## config.mk

```make
export PLATFORM = sky130hd
export DESIGN_NAME = ifetch
export DESIGN_NICKNAME = d
export VERILOG_FILES = /design/src/rtl/ifetch_pkg.sv /design/src/rtl/ifetch_icache.sv /design/src/rtl/ifetch.sv
export SDC_FILE = /design/constraint.sdc
export NUM_CORES = 1
export LEC_CHECK = 0
export CAP_MARGIN = 40
export CORE_MARGIN = 5
export CORE_UTILIZATION = 25
export CTS_CLUSTER_SIZE = 10
export DETAILED_ROUTE_END_ITERATION = 10
export SYNTH_ARGS = -nofsm -noshare
export SYNTH_HDL_FRONTEND = slang
export SYNTH_SLANG_ARGS = --single-unit
```

## constraint.sdc

```tcl
create_clock -name clk -period 3.9 [get_ports clk]
set_clock_uncertainty 0.2 [all_clocks]
set_input_delay 0.585 -clock clk [delete_from_list [all_inputs] [get_ports clk]]
set_output_delay 0.585 -clock clk [all_outputs]
set_load 0.02 [all_outputs]
```

## src/rtl/ifetch_pkg.sv

```systemverilog
// rtl/ifetch_pkg.sv - shared widths, fetch FSM encoding and reset PC default for ifetch
package ifetch_pkg;
  localparam int ADDR_W = 32;
  localparam int INST_W = 32;
  localparam logic [ADDR_W-1:0] RESET_PC_DEFAULT = 32'h0;

  typedef enum logic [1:0] {
    F_IDLE    = 2'd0,
    F_MISS    = 2'd1,
    F_HOLD    = 2'd2,
    F_DISCARD = 2'd3
  } fstate_t;

  function automatic logic [ADDR_W-1:0] word_align(input logic [ADDR_W-1:0] a);
    return a & ~32'h3;
  endfunction
endpackage

```

## src/rtl/ifetch_icache.sv

```systemverilog
// rtl/ifetch_icache.sv - direct-mapped one-word-per-line instruction cache
// Combinational lookup, synchronous fill, valid bits cleared by active-low rst.
module ifetch_icache
  import ifetch_pkg::*;
#(
  parameter int LINES = 64
) (
  input  logic              clk,
  input  logic              rst,
  input  logic [ADDR_W-1:2] lookup_addr,
  output logic              hit,
  output logic [INST_W-1:0] hit_inst,
  input  logic              fill_en,
  input  logic [ADDR_W-1:2] fill_addr,
  input  logic [INST_W-1:0] fill_data
);
  localparam int IW = $clog2(LINES);
  localparam int TW = ADDR_W - 2 - IW;

  logic [INST_W-1:0] data_q [LINES];
  logic [TW-1:0]     tag_q  [LINES];
  logic [LINES-1:0]  valid_q;

  logic [IW-1:0] rd_idx;
  logic [IW-1:0] wr_idx;
  logic [TW-1:0] rd_tag;
  logic [TW-1:0] wr_tag;

  assign rd_idx = lookup_addr[IW+1:2];
  assign rd_tag = lookup_addr[ADDR_W-1:IW+2];
  assign wr_idx = fill_addr[IW+1:2];
  assign wr_tag = fill_addr[ADDR_W-1:IW+2];

  assign hit      = valid_q[rd_idx] && (tag_q[rd_idx] == rd_tag);
  assign hit_inst = data_q[rd_idx];

  always_ff @(posedge clk) begin
    if (!rst) begin
      valid_q <= '0;
    end else if (fill_en) begin
      valid_q[wr_idx] <= 1'b1;
    end
  end

  // Payload needs no reset; the valid bits guard it.
  always_ff @(posedge clk) begin
    if (fill_en) begin
      data_q[wr_idx] <= fill_data;
      tag_q[wr_idx]  <= wr_tag;
    end
  end
endmodule

```

## src/rtl/ifetch.sv

```systemverilog
// rtl/ifetch.sv - instruction fetch unit: PC, memory fetch FSM, decoder handshake
// Optional instruction cache enabled by defining ICACHE_EN.
module ifetch
  import ifetch_pkg::*;
#(
  parameter int                ICACHE_LINES = 64,
  parameter logic [ADDR_W-1:0] RESET_PC     = RESET_PC_DEFAULT
) (
  input  logic              clk,
  input  logic              rst,
  input  logic              rdy,
  output logic              oMC_en,
  output logic [ADDR_W-1:0] oMC_addr,
  input  logic              iMC_done,
  input  logic [INST_W-1:0] iMC_inst,
  input  logic              iBP_taken,
  input  logic [ADDR_W-1:0] iBP_target,
  output logic              oID_valid,
  output logic [INST_W-1:0] oID_inst,
  output logic [ADDR_W-1:0] oID_pc,
  output logic              oID_pred,
  input  logic              iID_ready,
  input  logic              iJP_en,
  input  logic [ADDR_W-1:0] iJP_pc
);
  if ((ICACHE_LINES < 2) || (ICACHE_LINES > 1024) ||
      ((ICACHE_LINES & (ICACHE_LINES - 1)) != 0)) begin : g_bad_lines
    $error("ICACHE_LINES must be a power of two in 2..1024");
  end

  fstate_t           state, state_n;
  logic [ADDR_W-1:0] pc, pc_n;
  logic              en_n, valid_n;
  logic [ADDR_W-1:0] addr_n, idpc_n;
  logic [INST_W-1:0] inst_n;
  logic              hit;
  logic [INST_W-1:0] hit_inst;

`ifdef ICACHE_EN
  logic fill_en;
  // In MISS the request address equals pc; in DISCARD it is the stale one.
  assign fill_en = rdy && iMC_done && ((state == F_MISS) || (state == F_DISCARD));

  ifetch_icache #(.LINES(ICACHE_LINES)) u_icache (
    .clk         (clk),
    .rst         (rst),
    .lookup_addr (pc[ADDR_W-1:2]),
    .hit         (hit),
    .hit_inst    (hit_inst),
    .fill_en     (fill_en),
    .fill_addr   (oMC_addr[ADDR_W-1:2]),
    .fill_data   (iMC_inst)
  );
`else
  assign hit      = 1'b0;
  assign hit_inst = '0;
`endif

  assign oID_pred = iBP_taken;

  always_comb begin
    state_n = state;
    pc_n    = pc;
    en_n    = oMC_en;
    addr_n  = oMC_addr;
    valid_n = oID_valid;
    inst_n  = oID_inst;
    idpc_n  = oID_pc;
    if (iJP_en) begin
      pc_n    = word_align(iJP_pc);
      valid_n = 1'b0;
    end
    unique case (state)
      F_IDLE: begin
        if (!iJP_en) begin
          if (hit) begin
            inst_n  = hit_inst;
            idpc_n  = pc;
            valid_n = 1'b1;
            state_n = F_HOLD;
          end else begin
            en_n    = 1'b1;
            addr_n  = pc;
            state_n = F_MISS;
          end
        end
      end
      F_MISS: begin
        if (iMC_done) begin
          en_n = 1'b0;
        end
        if (iJP_en) begin
          state_n = iMC_done ? F_IDLE : F_DISCARD;
        end else if (iMC_done) begin
          inst_n  = iMC_inst;
          idpc_n  = pc;
          valid_n = 1'b1;
          state_n = F_HOLD;
        end
      end
      F_HOLD: begin
        if (iJP_en) begin
          state_n = F_IDLE;
        end else if (iID_ready) begin
          pc_n    = word_align(iBP_taken ? iBP_target : pc + 32'd4);
          valid_n = 1'b0;
          state_n = F_IDLE;
        end
      end
      F_DISCARD: begin
        if (iMC_done) begin
          en_n    = 1'b0;
          state_n = F_IDLE;
        end
      end
      default: state_n = F_IDLE;
    endcase
  end

  always_ff @(posedge clk) begin
    if (!rst) begin
      state     <= F_IDLE;
      pc        <= word_align(RESET_PC);
      oMC_en    <= 1'b0;
      oMC_addr  <= '0;
      oID_valid <= 1'b0;
      oID_inst  <= '0;
      oID_pc    <= '0;
    end else if (rdy) begin
      state     <= state_n;
      pc        <= pc_n;
      oMC_en    <= en_n;
      oMC_addr  <= addr_n;
      oID_valid <= valid_n;
      oID_inst  <= inst_n;
      oID_pc    <= idpc_n;
    end
  end
endmodule

```

==> results of run 1 <==
report_power, final:
group | leakage (uW) | internal, uW | switching, uW
Sequential | 0.00107 | 1390 | 66.0
Clock | 0.000274 | 948 | 666
Combinational | 0.00181 | 201 | 194
Total | 0.00316 | 2540 | 926
metrics by stage:
stage          worst slack (ns)  utilization (%)  total power, uW  std cells
2_1_floorplan              1.66                -             1660        808
3_3_place_gp              0.984             34.4             1880       1286
3_5_place_dp              0.940             34.4             1880       1286
4_1_cts                    1.25             36.7             3510       1318
5_1_grt                    1.11             36.7             3600       1319
6_report                   1.21             36.8             3460       1320
worst max-delay path by stage:
stage	end	slack (ns)	depth (start not counted)
global route	pc[20]	1.11	6
CTS	pc[20]	1.25	6
global placement	pc[8]	0.98	6
finish	pc[20]	1.21	6
floorplan	pc[20]	1.66	6
detailed placement	pc[8]	0.94	6
cell families (layout without fill, tap and decap cells):
logic type	Yosys count	after routing	synth area share (%)
other	0	2	0
flip-flops	132	132	40.9
AND/OR/NAND/NOR	346	346	24.2
multiplexers	15	15	2.32
AO/OA/AOI/OAI	227	227	26.3
adder cells (fa/ha/maj)	6	6	1.16
buffers and inverters	82	262	5.17
cell usage after synthesis (3+ instances only):
cell type  instances
a31oi_1            6
clkbuf_1          46
buf_2              9
a21oi_1           27
nand4_1           13
o21ai_0           18
a22o_1             7
nor2b_1            5
nor3_1            14
mux2i_1           15
o2bb2ai_1          6
nand2_1          217
nor3_2             3
nand3_1           13
and3_1             7
inv_1             13
ha_1               6
o21a_1             3
o221ai_1           6
a311oi_1           4
o41ai_1           12
o41ai_2            5
and4_1             6
nor2_1            48
o211ai_1          11
dfxtp_1          132
a21boi_0          97
nand2b_1           3
buf_1              8
registers in the layout (all words and copies together), names as in the netlist:
name	flops
oID_inst	32
oID_valid	1
pc	32
oMC_addr	32
state	2
oID_pc	32
oMC_en	1
cell type report:
class                   instances  area, sq um
repair buffers                214         2100
diodes                          2         5.00
well taps                     330          413
clock buffers                  18          429
multi-input cells             594         3500
flip-flops and latches        132         2640
clock inverters                14          155
inverters                      16         60.1
fillers                      2628        16000
critical path, delay by kind of cell (launching register included):
kind	cells	cell delay [ns]
fa+ha+maj	1	0.33
simple gates	4	1.30
flops	1	0.52
compound gates	1	0.25
routing by layer:
metal | vias up | track usage (%) | routed length, um
li1 | 3183 | - | -
met1 | 3015 | 20.9 | 10500
met2 | 224 | 25.4 | 10800
met3 | 22 | 4.16 | 1770
met4 | 4 | 4.31 | 288
met5 | - | 0 | 34
==> results.cfg, run 1 <==
[pwr]
power_density_nw_per_um2 = 372
ir_worst_vdd_mv = 0.209
leakage_uw = 0.00316

[die]
initial_utilization_pct = 25.5
rows = 58
ioPinCount = 202
die_area_sq_um = 29200
coreArea_sq_um = 25300
die_width_um = 171
die_h_um = 171

[setup_path]
crit_path_end_kind = flip-flop
crit_type = flip-flop to flip-flop
critPathMaxStageDelay_ns = 0.64
startpoint = pc[3]
cp_cell_sequence = ha_1 > nand4_2 > or4_1 > nor4_2 > nor3_1 > a221oi_1
cpMaxStageDelayCell = or4_1
cp.required_ns = 4.03
crit_path_start_kind = flip-flop
worstReg2RegEnd = pc[20]
reg2reg_from = pc[3]
critPathArrivalTime_ns = 2.82
critPathMaxFanout = 7
reg2reg_depth = 6
r2r_slack_ns = 1.21

[sta]
tns_ns = 0
slew_violations = 0
max_freq_ghz = 0.372
fin_crit_sh_pct = 69.0
finalCriticalPeriod_ns = 2.69
hold_ws_ns = 0.260
rsz0062_at_grt = false
relSlewSlack_pct = 51.2
tightestPinTransition_ns = 0.729
setup_violations = 0
hold_viol = 0

[worst_hold_path]
hold_depth = 2
worstHoldPathType = flip-flop to flip-flop
worstHoldStart = oID_inst[21]
min_to = oID_inst[21]

[cts]
numCtsBuffers = 17
cts_tree = done
cts_resized = 0
clk_pin_slew_worst_paths_ns = 0.06
cts_root_buf = clkbuf_16
post_cts_buffers = 0
worstSkewPairLatency_ns = 0.42
cts_hold_buffers = 0
clockBufferDepth = 2
clock_sinks = 132
ctsHtreeMaxLevel = 4

[finish]
area_growth_syn_to_layout_pct = 44.0
drive_gt1_share_pct = 7.19
final_area_sq_um = 9310
fin_nets = 1084
layout_common_cells = 217 x nand2_1, 195 x clkdlybuf4s50_1, 132 x dfxtp_1
layout_commonest_cell = nand2_1

[route]
dr.pass1.iters = 5
drt-total-wl_um = 23400
vias_per_cell = 4.88
wire_per_inst_um = 17.7
ant_nets = 0
first_iter_violations = 588
vias = 6448
drc = 0

[synthesis]
syn_nets = 917
synthesis.area_sq_um = 6460
yosysWarnings = 0
yosysSeqAreaShare_pct = 40.9
synth_area_leader_cell = dfxtp_1
synth_top_area_share_pct = 40.9
ys_ff_latch = 132
yosys-top-cells-area = dfxtp_1 41%, nand2_1 13%, a21boi_0 11%
synth_cell_types = 63
synth_ff_type = dfxtp_1
synthArstFlopShare_pct = 0
synth_edf_count = 0
avgSynthCellArea_sq_um = 8.00
netlist_instances = 808

[global_route]
grt_pass1_vias = 6151
grt_usage_pct = 15.7
overflow = 0
grt_max_degree = 70
grt_first_pass_wirelength_um = 35700
antenna_found_initial = 3

[outcome]
outcome = finished, final reports clean

[placed_design]
dpl_cell_area_sq_um = 8720
hpwl_um = 16500
port_buffers = 197
gp_congestion = 0.802

[flow_run]
maxCapViolCount = 0
(Power assumes the default switching activity.)
==> run 2, diff against run 1 <==
clock period = 2.5 ns   (was 3.9 ns; I/O delays follow)
==> run 2 against run 1 <==
Hold slack got worse by 0.15 ns. Global-route usage up 0.19 points. Clock-buffer cell count rose by 2. Sequential share of layout area decreased by 1.1 points. Cell count up 2.7%. Design area rose by 4.1%. Non-clock buffer count increased by 40.
==> results.cfg, run 2 (synthesized netlist as in run 1, its figures left out) <==
[placed_design]
place_inst = 1326
port_buffers = 197
gp_congestion = 0.843
place_ws_ns = -0.0251
hpwl_um = 17400

[cts]
numCtsBuffers = 17
post_cts_buffers = 0
ctsHtreeMaxLevel = 4
cts_hold_buffers = 0
cts_resized = 0
worstSkewPairLatency_ns = 0.42
clk_pin_slew_worst_paths_ns = 0.06
cts_root_buf = clkbuf_16
cts_tree = done
clockBufferDepth = 2
clock_sinks = 132

[finish]
area_growth_syn_to_layout_pct = 49.9
nFillCells = 2623
layout_common_cells = 217 x nand2_1, 195 x clkdlybuf4s50_1, 132 x dfxtp_1
fin_nets = 1124
final-instance-count-excl-fill = 1356
drive_gt1_share_pct = 10.7
antenna_cells = 0
layout_commonest_cell = nand2_1

[worst_hold_path]
worstHoldPathType = input port to flip-flop

[setup_path]
crit_path_start_kind = flip-flop
cp.required_ns = 2.62
critPathMaxFanout = 5
crit_type = flip-flop to flip-flop
critPathArrivalTime_ns = 2.47
crit_path_end_kind = flip-flop

[die]
coreArea_sq_um = 25300
rows = 58
die_width_um = 171
die_h_um = 171
ioPinCount = 202
initial_utilization_pct = 25.5
die_area_sq_um = 29200

[route]
vias = 6635
first_iter_violations = 436
dr.pass1.iters = 5
drt-total-wl_um = 23700
vias_per_cell = 4.89
drc = 0
wire_per_inst_um = 17.5
ant_nets = 0

[pwr]
ir_worst_vdd_mv = 0.399
power_density_nw_per_um2 = 570
leakage_uw = 0.00341

[global_route]
antenna_found_initial = 4
overflow = 0
grt_first_pass_wirelength_um = 36200
grt_pass1_vias = 6385
grt_usage_pct = 15.9
grt_max_degree = 53

[sta]
fin_crit_sh_pct = 93.9
relSlewSlack_pct = 65.6
finalCriticalPeriod_ns = 2.35
setup_violations = 0
tightestPinTransition_ns = 0.516
max_freq_ghz = 0.426
slew_violations = 0
rsz0062_at_grt = false
hold_viol = 0
fin_ws_ns = 0.152
hold_ws_ns = 0.112

[flow_run]
maxCapViolCount = 0

[outcome]
outcome = finished, final reports clean
run 2: worst max-delay path: stages, from the launching register on:
cell	delay, ns
dfxtp_1	0.34
ha_1	0.27
nand4_2	0.20
or4_1	0.61
nor4_2	0.28
nor3_1	0.10
a221oi_1	0.26
run 2: path summary, 6_finish.rpt:
kind | from | endpoint | slack [ns] | cells after the start
worst max register to register | pc[3] | pc[20] | 0.15 | 6
worst min-delay path | rst | pc[17] | 0.11 | 2
worst max-delay path | pc[3] | pc[20] | 0.15 | 6
worst min register to register | oID_pc[5] | oID_pc[5] | 0.26 | 2
run 2: per-layer routing:
metal | vias to the layer above | GRT usage [%] | part of all wire (%) | wire length, um
met1 | 3125 | 20.5 | 44 | 10300
met5 | - | 0 | 0.28 | 66
li1 | 3248 | - | - | -
met4 | 8 | 4.48 | 1.6 | 380
met2 | 221 | 26.3 | 47 | 11200
met3 | 33 | 4.41 | 7.1 | 1690
run 2: cell type report:
type,instances,area (sq um),share of cell area (%)
flip-flops and latches,132,2640,27.3
well taps,330,413,4.26
multi-input cells,594,3500,36.1
clock buffers,20,467,4.82
clock inverters,10,131,1.36
repair buffers,254,2480,25.6
inverters,16,60.1,0.620
run 2: per-stage QoR:
stage	TNS, ns	area, sq um	total power, uW	utilization (%)
after global placement	0	9090	2980	35.9
after CTS	0	9690	5600	38.3
after floorplan	0	6460	2600	-
final	0	9690	5520	38.3
after global routing	0	9690	5750	38.3
after detailed placement	-0.0268	9090	2990	35.9
run 2: power breakdown:
group          switching [uW]  internal, uW
Sequential               66.0          2170
Combinational             352           358
Clock                     950          1630
Total                    1370          4150
==> run 3, diff against run 2 <==
CTS_BUF_LIST = sky130_fd_sc_hd__clkbuf_8   (was unset)
==> run 3 against run 2 <==
Via count grew 0.83%. Global-route usage about the same. Register-to-register slack improved by 0.02 ns. Fmax grew 0.94%. Largest cell class unchanged. Cell count did not move. Sequential power about the same. Design area fell by 2.0%. Clock power is 26% lower. Sequential share of layout area is 0.55 points higher.
==> results.cfg, run 3 (synthesized netlist as in run 1, its figures left out) <==
[outcome]
outcome = finished, final reports clean

[flow_run]
maxCapViolCount = 0

[setup_path]
reg2reg_from = pc[6]
cp_cell_sequence = nand4_1 > nor4_4 > buf_4 > mux2i_1 > nand3_1 > o211ai_1
cpMaxStageDelayCell = dfxtp_1
crit_end = pc[19]
crit_path_end_kind = flip-flop
startpoint = pc[6]
critPathMaxStageDelay_ns = 0.53
crit_path_start_kind = flip-flop
critPathMaxFanout = 8
worstReg2RegEnd = pc[19]
r2r_slack_ns = 0.17
crit_type = flip-flop to flip-flop
reg2reg_depth = 6
cp.required_ns = 2.67
critPathArrivalTime_ns = 2.50

[cts]
numCtsBuffers = 17
cts_tree = done
clockBufferDepth = 2
cts_hold_buffers = 0
cts_root_buf = clkbuf_8
clk_pin_slew_worst_paths_ns = 0.07
worstSkewPairLatency_ns = 0.45
cts_resized = 0
post_cts_buffers = 0
clock_sinks = 132
ctsHtreeMaxLevel = 4

[sta]
tightestPinTransition_ns = 0.511
hold_ws_ns = 0.0812
setup_violations = 0
max_freq_ghz = 0.430
slew_violations = 0
fin_crit_sh_pct = 93.0
rsz0062_at_grt = false
finalCriticalPeriod_ns = 2.33
relSlewSlack_pct = 65.9
hold_viol = 0

[pwr]
comb_power_share_pct = 14.7
leakage_uw = 0.00332
p_int_uw = 3570
power.share.sequential_pct = 46.0
ir_worst_vdd_mv = 0.283
swShare_pct = 26.4
p_sw_uw = 1280
power_density_nw_per_um2 = 510
power_uw = 4850
clock_power_share_pct = 39.4

[finish]
fin_nets = 1124
multiInputGateArea_sq_um = 3500
final-instance-count-excl-fill = 1356
final_core_util_pct = 37.5
seqCellArea_sq_um = 2640
layout_common_cells = 217 x nand2_1, 195 x clkdlybuf4s50_1, 132 x dfxtp_1
layout_commonest_cell = nand2_1
drive_gt1_share_pct = 10.7
antenna_cells = 0
area_growth_syn_to_layout_pct = 47.0
nFillCells = 2645
final_area_sq_um = 9500

[die]
coreArea_sq_um = 25300
die_width_um = 171
initial_utilization_pct = 25.5
rows = 58
die_h_um = 171
ioPinCount = 202
die_area_sq_um = 29200

[placed_design]
place_inst = 1326
gp_congestion = 0.843
dpl_cell_area_sq_um = 9090
hpwl_um = 17400
port_buffers = 197

[global_route]
grt_first_pass_wirelength_um = 36200
overflow = 0
grt_max_degree = 53
grt_pass1_vias = 6404
antenna_found_initial = 4
grt_usage_pct = 16.0

[worst_hold_path]
worstHoldPathType = input port to flip-flop

[route]
drc = 0
vias = 6690
wire_per_inst_um = 17.5
dr.pass1.iters = 5
ant_nets = 0
first_iter_violations = 515
vias_per_cell = 4.93
drt-total-wl_um = 23800
==> run 3: cell counts in the layout (fill, tap and decap cells not counted) <==
Identical to the previous run, type by type.
==> run 3: final cells by class <==
cell class	instances	area share, %
clock buffer	20	2.90
clock inverter	10	1.38
inverter	16	0.632
multi-input combinational	594	36.8
sequential	132	27.8
tap	330	4.35
timing repair buffer	254	26.1
==> run 3: power groups by stage <==
stage          Sequential [uW]  Combinational (uW)  Clock, uW
2_1_floorplan             2280                 317          0
4_1_cts                   2230                 712       2000
3_3_place_gp              2280                 707          0
5_1_grt                   2240                 767       2080
6_report                  2230                 711       1910
3_5_place_dp              2280                 710          0
==> run 3: how the worst min path moves through the flow <==
stage                          from            to  cells after the start
after floorplan               pc[0]     oID_pc[0]                      2
after global placement    oID_pc[2]     oID_pc[2]                      2
after detailed placement  oID_pc[5]     oID_pc[5]                      2
after CTS                       rst        pc[17]                      2
after global routing            rst  oMC_addr[12]                      2
final                           rst        pc[17]                      2
==> run 3: routing by layer <==
metal  up-vias  global-route usage (%)  share of wire, %
met4         8                    4.38               1.4
met3        28                    4.69               7.7
met5         -                       0              0.19
met1      3136                    20.5                43
met2       262                    26.3                47
li1       3256                       -                 -
==> run 3: worst max-delay path: cells and delay by family, from the launching register on <==
family | cells | cell delay [ns]
buffers and inverters | 1 | 0.22
flip-flops | 1 | 0.53
AND/OR/NAND/NOR | 3 | 0.87
AO/OA/AOI/OAI | 1 | 0.15
multiplexers | 1 | 0.28
==> run 3: through the flow <==
stage / setup TNS (ns) / setup slack [ns]
2_1_floorplan: 0 / 0.261
3_3_place_gp: 0 / 0.0290
3_5_place_dp: -0.0268 / -0.0251
4_1_cts: 0 / 0.167
5_1_grt: 0 / 0.0125
6_report: 0 / 0.174
